**src/rtl/systolic_feeder_if.sv**
```systemverilog
// Operand write port and skewed row/column stream outputs of the systolic-array feeder.
interface systolic_feeder_if #(
    parameter int unsigned DATA_SIZE = 32
);
    logic                        wr_en;
    logic                        wr_sel;
    logic [3:0]                  wr_addr;
    logic signed [DATA_SIZE-1:0] wr_data;
    logic                        start;
    logic                        busy;
    logic                        done;
    logic                        arr_clr;
    logic signed [DATA_SIZE-1:0] a1, a2, a3, a4;
    logic signed [DATA_SIZE-1:0] b1, b2, b3, b4;

    modport master (
        output wr_en, wr_sel, wr_addr, wr_data, start,
        input  busy, done, arr_clr, a1, a2, a3, a4, b1, b2, b3, b4
    );

    modport slave (
        input  wr_en, wr_sel, wr_addr, wr_data, start,
        output busy, done, arr_clr, a1, a2, a3, a4, b1, b2, b3, b4
    );
endinterface

```
**src/rtl/systolic_feeder.sv**
```systemverilog
// Holds 4x4 operands A and B, clears the systolic array, then streams
// diagonally skewed rows of A and columns of B into it.
module systolic_feeder #(
    parameter int unsigned DATA_SIZE = 32
) (
    input  logic             clk,
    input  logic             reset,
    systolic_feeder_if.slave bus
);
    localparam int unsigned N          = 4;
    localparam int unsigned NE         = N * N;
    localparam int unsigned TW         = 4;
    localparam int unsigned STREAM_LEN = 10;

    localparam logic [1:0] S_IDLE   = 2'd0;
    localparam logic [1:0] S_CLEAR  = 2'd1;
    localparam logic [1:0] S_STREAM = 2'd2;
    localparam logic [1:0] S_DONE   = 2'd3;

    logic [1:0]           state_q, state_d;
    logic [TW-1:0]        t_q, t_d;
    logic [DATA_SIZE-1:0] mem_a_q [NE];
    logic [DATA_SIZE-1:0] mem_a_d [NE];
    logic [DATA_SIZE-1:0] mem_b_q [NE];
    logic [DATA_SIZE-1:0] mem_b_d [NE];
    logic                 busy_q, busy_d;
    logic                 done_q, done_d;
    logic                 clr_q, clr_d;
    logic [DATA_SIZE-1:0] a_q [N];
    logic [DATA_SIZE-1:0] a_d [N];
    logic [DATA_SIZE-1:0] b_q [N];
    logic [DATA_SIZE-1:0] b_d [N];
    logic [TW-1:0]        skew_k;

    // Sequencing: one CLEAR cycle, STREAM_LEN stream steps, one DONE cycle.
    always_comb begin
        state_d = state_q;
        t_d     = t_q;
        case (state_q)
            S_IDLE: begin
                if (bus.start) state_d = S_CLEAR;
            end
            S_CLEAR: begin
                state_d = S_STREAM;
                t_d     = '0;
            end
            S_STREAM: begin
                if (t_q == TW'(STREAM_LEN - 1)) state_d = S_DONE;
                else                            t_d     = t_q + TW'(1);
            end
            S_DONE:  state_d = S_IDLE;
            default: state_d = S_IDLE;
        endcase
    end

    // Operand storage is writable only while idle.
    always_comb begin
        mem_a_d = mem_a_q;
        mem_b_d = mem_b_q;
        if ((state_q == S_IDLE) && bus.wr_en) begin
            if (bus.wr_sel) mem_b_d[bus.wr_addr] = bus.wr_data;
            else            mem_a_d[bus.wr_addr] = bus.wr_data;
        end
    end

    // Outputs are computed from the next state so they register in step with it.
    always_comb begin
        busy_d = (state_d != S_IDLE);
        done_d = (state_d == S_DONE);
        clr_d  = (state_d == S_CLEAR);
        skew_k = '0;
        for (int unsigned i = 0; i < N; i++) begin
            a_d[i] = '0;
            b_d[i] = '0;
        end
        if (state_d == S_STREAM) begin
            for (int unsigned i = 0; i < N; i++) begin
                skew_k = t_d - TW'(i);
                if ((t_d >= TW'(i)) && (skew_k < TW'(N))) begin
                    a_d[i] = mem_a_q[{2'(i), skew_k[1:0]}];
                    b_d[i] = mem_b_q[{skew_k[1:0], 2'(i)}];
                end
            end
        end
    end

    always_ff @(posedge clk or negedge reset) begin
        if (!reset) begin
            state_q <= S_IDLE;
            t_q     <= '0;
            busy_q  <= 1'b0;
            done_q  <= 1'b0;
            clr_q   <= 1'b0;
            for (int unsigned i = 0; i < NE; i++) begin
                mem_a_q[i] <= '0;
                mem_b_q[i] <= '0;
            end
            for (int unsigned i = 0; i < N; i++) begin
                a_q[i] <= '0;
                b_q[i] <= '0;
            end
        end else begin
            state_q <= state_d;
            t_q     <= t_d;
            busy_q  <= busy_d;
            done_q  <= done_d;
            clr_q   <= clr_d;
            mem_a_q <= mem_a_d;
            mem_b_q <= mem_b_d;
            a_q     <= a_d;
            b_q     <= b_d;
        end
    end

    assign bus.busy    = busy_q;
    assign bus.done    = done_q;
    assign bus.arr_clr = clr_q;
    assign bus.a1      = a_q[0];
    assign bus.a2      = a_q[1];
    assign bus.a3      = a_q[2];
    assign bus.a4      = a_q[3];
    assign bus.b1      = b_q[0];
    assign bus.b2      = b_q[1];
    assign bus.b3      = b_q[2];
    assign bus.b4      = b_q[3];
endmodule

```
**src/flat_wrapper.sv**
```systemverilog
// flat-port wrapper written by rule: the top's interface ports become plain ports
module systolic_feeder_flat 
#(
    parameter int unsigned DATA_SIZE = 32
)
  (clk, reset, bus_wr_en, bus_wr_sel, bus_wr_addr, bus_wr_data, bus_start, bus_busy, bus_done, bus_arr_clr, bus_a1, bus_a2, bus_a3, bus_a4, bus_b1, bus_b2, bus_b3, bus_b4);
  systolic_feeder_if #(.DATA_SIZE(DATA_SIZE)) bus_i ();
  input  logic clk;
  input  logic reset;
  input wire logic [$bits(bus_i.wr_en)-1:0] bus_wr_en;
  input wire logic [$bits(bus_i.wr_sel)-1:0] bus_wr_sel;
  input wire logic [$bits(bus_i.wr_addr)-1:0] bus_wr_addr;
  input wire logic [$bits(bus_i.wr_data)-1:0] bus_wr_data;
  input wire logic [$bits(bus_i.start)-1:0] bus_start;
  output wire logic [$bits(bus_i.busy)-1:0] bus_busy;
  output wire logic [$bits(bus_i.done)-1:0] bus_done;
  output wire logic [$bits(bus_i.arr_clr)-1:0] bus_arr_clr;
  output wire logic [$bits(bus_i.a1)-1:0] bus_a1;
  output wire logic [$bits(bus_i.a2)-1:0] bus_a2;
  output wire logic [$bits(bus_i.a3)-1:0] bus_a3;
  output wire logic [$bits(bus_i.a4)-1:0] bus_a4;
  output wire logic [$bits(bus_i.b1)-1:0] bus_b1;
  output wire logic [$bits(bus_i.b2)-1:0] bus_b2;
  output wire logic [$bits(bus_i.b3)-1:0] bus_b3;
  output wire logic [$bits(bus_i.b4)-1:0] bus_b4;
  assign bus_i.wr_en = bus_wr_en;
  assign bus_i.wr_sel = bus_wr_sel;
  assign bus_i.wr_addr = bus_wr_addr;
  assign bus_i.wr_data = bus_wr_data;
  assign bus_i.start = bus_start;
  assign bus_busy = bus_i.busy;
  assign bus_done = bus_i.done;
  assign bus_arr_clr = bus_i.arr_clr;
  assign bus_a1 = bus_i.a1;
  assign bus_a2 = bus_i.a2;
  assign bus_a3 = bus_i.a3;
  assign bus_a4 = bus_i.a4;
  assign bus_b1 = bus_i.b1;
  assign bus_b2 = bus_i.b2;
  assign bus_b3 = bus_i.b3;
  assign bus_b4 = bus_i.b4;
  systolic_feeder #(.DATA_SIZE(DATA_SIZE)) u_core (.clk(clk), .reset(reset), .bus(bus_i));
endmodule
```
**config.mk**
```make
export PLATFORM = sky130hd
export DESIGN_NAME = systolic_feeder_flat
export DESIGN_NICKNAME = d
export VERILOG_FILES = /design/src/rtl/systolic_feeder_if.sv /design/src/rtl/systolic_feeder.sv /design/src/flat_wrapper.sv
export SDC_FILE = /design/constraint.sdc
export NUM_CORES = 2
export LEC_CHECK = 0
export CAP_MARGIN = 20
export CELL_PAD_IN_SITES_DETAIL_PLACEMENT = 0
export CELL_PAD_IN_SITES_GLOBAL_PLACEMENT = 2
export CORE_MARGIN = 2
export CORE_UTILIZATION = 40
export DETAILED_ROUTE_END_ITERATION = 7
export PLACE_DENSITY = 0.74
export REMOVE_ABC_BUFFERS = 1
export SYNTH_ARGS = -nofsm -noshare
export SYNTH_HDL_FRONTEND = slang
export SYNTH_SLANG_ARGS = --single-unit
```
**constraint.sdc**
```tcl
create_clock -name clk -period 3.2 [get_ports clk]
set_input_delay 0.64 -clock clk [delete_from_list [all_inputs] [get_ports clk]]
set_output_delay 0.64 -clock clk [all_outputs]
set_load 0.005 [all_outputs]
```
==> impl_results.md <==
- Area of the die: 137000 µm²
- Post-Syn Instances: 3514
- Slew @ Worst Pin: 1.08 ns
- Fillcell total: 11.6k
- Unrepaired setup endpoints after global routing: true
- Synth warn: 0
- Post-synth ARST share: 100%
- R2R setup slack: 0.12 ns
- GRT Util Overall: 21.2%
- Proportion of layout cells with a drive suffix above 1: 45.7%
- Pin count of the biggest net entering global routing: 129
- Number of global-route vias before repair: 31.9k
- Crit path capture type: flop
- Post-synth cell types: 47
- Die Width: 370 µm
- TritonCTS clock tree: yes
- Max FO, Critical Path: 109
- Core Area: 133000 µm²
- CTS Buffer Depth: 3
- Via Count: 30.3k
- Rows: 134
- Final setup fails: 0
- Leakage: 29.3 nW
- Slew HR: 27.7%
- Cell area after layout: 64100 µm²
- Mapped Area: 53500 µm²
- Worst skew pair latency: 0.77 ns
- DRC Markers: 0
- Initial DRC Count: 1797
- Worst clock skew: 0.0254 ns
- DRT antenna net count: 0
- Count of pins over their slew limit: 0
- First-pass iteration count of the detailed router: 5
- Syn Area/Cell: 15.2 µm²
- Hold WC Path Type: primary input to async pin
- Cell Area, Placed: 59200 µm²
- Clock root buffer: clkbuf_16
- Clock transition at path regs: 0.06 ns
- Peak VDD IR: 2100 µV
- Setup CP Type: flop to flop
- MaxCap Viol Count: 0
- Reg2reg end: u_core.bus.b1[9]
- Post-DP HPWL: 79300 µm
- Initial antenna violation count: 11
- Reg2reg path depth: 10
- Hold Vio Cnt, Final: 0
- EDFF count, synth: 0
- Via/cell ratio: 5.36
- Die Ht: 370 µm
- Setup crit start kind: flop
- CP arrival: 3.68 ns
- Remaining Overflow, GRT: 0
- Max Clk Rate: 325 MHz
- CTS HTree Levels: 4
- Synthesis-to-layout area growth: 19.9%
- Period utilisation layout: 96.1%
- Final WL: 144000 µm
- Outcome: finished clean
- Seq cells post-synth: 1289
- Top Ports: 300
- Post-Route Utilization: 48.1%
- Pwr/cell area: 905 nW/µm²
- R2r startpoint: u_core.state_q[0]
- Post-synthesis sequential area ratio: 60.3%
- Commonest register cell after synthesis: dfrtp_1
- I/O Buffers: 299
- Routability congestion estimate: 0.753
- DR WL/cell: 25.5 µm
- Critical path required time: 3.80 ns
- Minimum clock period: 3.08 ns
- Global-route wire length before repair: 215000 µm
- Nets@finish: 3819
- Clk sinks: 1289
- CTS buffer count: 143
- Starting density of the core: 40.2%
==> where the power goes <==
| group | switching [mW] | internal [mW] | leakage [nW] |
|---|---|---|---|
| Sequential | 1.48 | 19.3 | 17.6 |
| Clock | 6.57 | 9.99 | 2.35 |
| Combinational | 11.4 | 9.23 | 9.42 |
| Total | 19.5 | 38.5 | 29.3 |
==> through the flow <==
stage	hold WS (ns)	instances	power [mW]	TNS, ns	setup WS [ns]
after floorplan	0.344	3191	29.1	-2852.36	-12.19
after global placement	0.468	5388	41.6	-0.454	-0.0166
after detailed placement	0.481	5388	41.8	-1.08	-0.0476
after CTS	0.491	5637	58.6	0	0.0739
after global routing	0.506	5640	60.9	-0.00771	-0.00771
final	0.488	5647	58.0	0	0.125
==> sequential cells by signal, summed over array words and instances (netlist names) <==
| signal | cells |
|---|---|
| u_core.bus.a1 | 32 |
| u_core.bus.a2 | 32 |
| u_core.bus.a3 | 32 |
| u_core.bus.a4 | 32 |
| u_core.bus.arr_clr | 1 |
| u_core.bus.b1 | 32 |
| u_core.bus.b2 | 32 |
| u_core.bus.b3 | 32 |
| u_core.bus.b4 | 32 |
| u_core.bus.busy | 1 |
| u_core.bus.done | 1 |
| u_core.mem_a_q | 512 |
| u_core.mem_b_q | 512 |
| u_core.state_q | 2 |
| u_core.t_q | 4 |
==> per-layer routing <==
layer  wire length [µm]  GRT usage, %  vias to the layer above  part of all wire, %
met3               6200          3.45                      176                  4.3
met1              66300          30.0                    16300                   46
li1                   -             -                    13200                    -
met2              68100          33.9                      607                   47
met4               3150          5.86                        6                  2.2
met5                 37             0                        -                0.026
==> cells by family after synthesis <==
kind of cell / Yosys count / share of synthesized area (%)
xor gates and xnor gates: 4 / 0.0655
muxes: 1280 / 29.7
buffers and inverters: 332 / 2.62
adders and majority gates: 9 / 0.211
DFF: 1289 / 60.3
AOI/OAI and AO/OA: 269 / 3.98
and+or+nand+nor: 331 / 3.12
==> placed cells by master (no fill, tap or decap), types with 8 or more instances in the layout <==
cell type           n
a21oi_1            69
nand2_1           133
mux4_2            128
clkbuf_16         147
buf_2              32
clkbuf_8           45
dfrtp_1          1289
a21oi_2            60
ha_1                8
clkdlybuf4s50_1   266
nor2b_1           133
clkinv_2           12
mux2_2           1150
buf_4              65
buf_12             66
nor2_4             21
clkbuf_1           29
o221ai_1          128
==> synthesized netlist by cell type, drive strengths merged, types with 2 or more instances <==
cell type	instances	area, µm²
dfrtp	1289	32300
inv	9	33.8
ha	9	113
a21oi	130	880
mux2	1152	13000
buf	91	495
o221ai	128	1120
nand3	5	25.0
or3	3	18.8
xnor2	3	26.3
a221oi	2	23.8
nand2	136	513
nand3b	3	26.3
nor2	27	101
nand2b	7	43.8
and2	3	18.8
clkbuf	232	871
nor2b	135	845
mux4	128	2880
nor3	5	25.0
==> worst max-delay path, cell delays in order (launching register included) <==
cell and delay, ns:
dfrtp_1 0.34, inv_1 0.06, ha_1 0.36, buf_4 0.20, nor2b_2 0.17, a21o_1 0.21
a21oi_4 0.15, buf_12 0.15, buf_12 0.45, o221ai_1 0.21, a21oi_1 0.44
==> area by class of cell <==
| type | count | area, µm² | share of cell area [%] |
|---|---|---|---|
| flip-flops and latches | 1289 | 32300 | 50.3 |
| multi-input cells | 1893 | 20100 | 31.3 |
| repair buffers | 433 | 4710 | 7.35 |
| clock buffers | 221 | 4410 | 6.88 |
| well taps | 1768 | 2210 | 3.45 |
| clock inverters | 27 | 368 | 0.574 |
| inverters | 9 | 46.3 | 0.0722 |
| diodes | 7 | 17.5 | 0.0273 |
==> how the worst max path moves through the flow <==
stage / startpoint / to / slack, ns
after floorplan: u_core.state_q[0] / u_core.bus.a4[0] / -12.19
after global placement: u_core.state_q[0] / u_core.bus.a4[3] / -0.02
after detailed placement: u_core.state_q[0] / u_core.bus.a4[26] / -0.05
after CTS: u_core.state_q[0] / u_core.bus.a4[26] / 0.07
after global routing: u_core.state_q[0] / u_core.bus.b2[26] / -0.008
final: u_core.state_q[0] / u_core.bus.b1[9] / 0.12
==> timing repair <==
item,in CTS,in global routing
setup endpoints to repair,60,114
gates resized for setup,1,3
pin swaps,0,2
setup buffers,0,3
hold buffers,1,0
hold endpoints to repair,59,0
No activity file was read; power rests on OpenSTA's default activity.
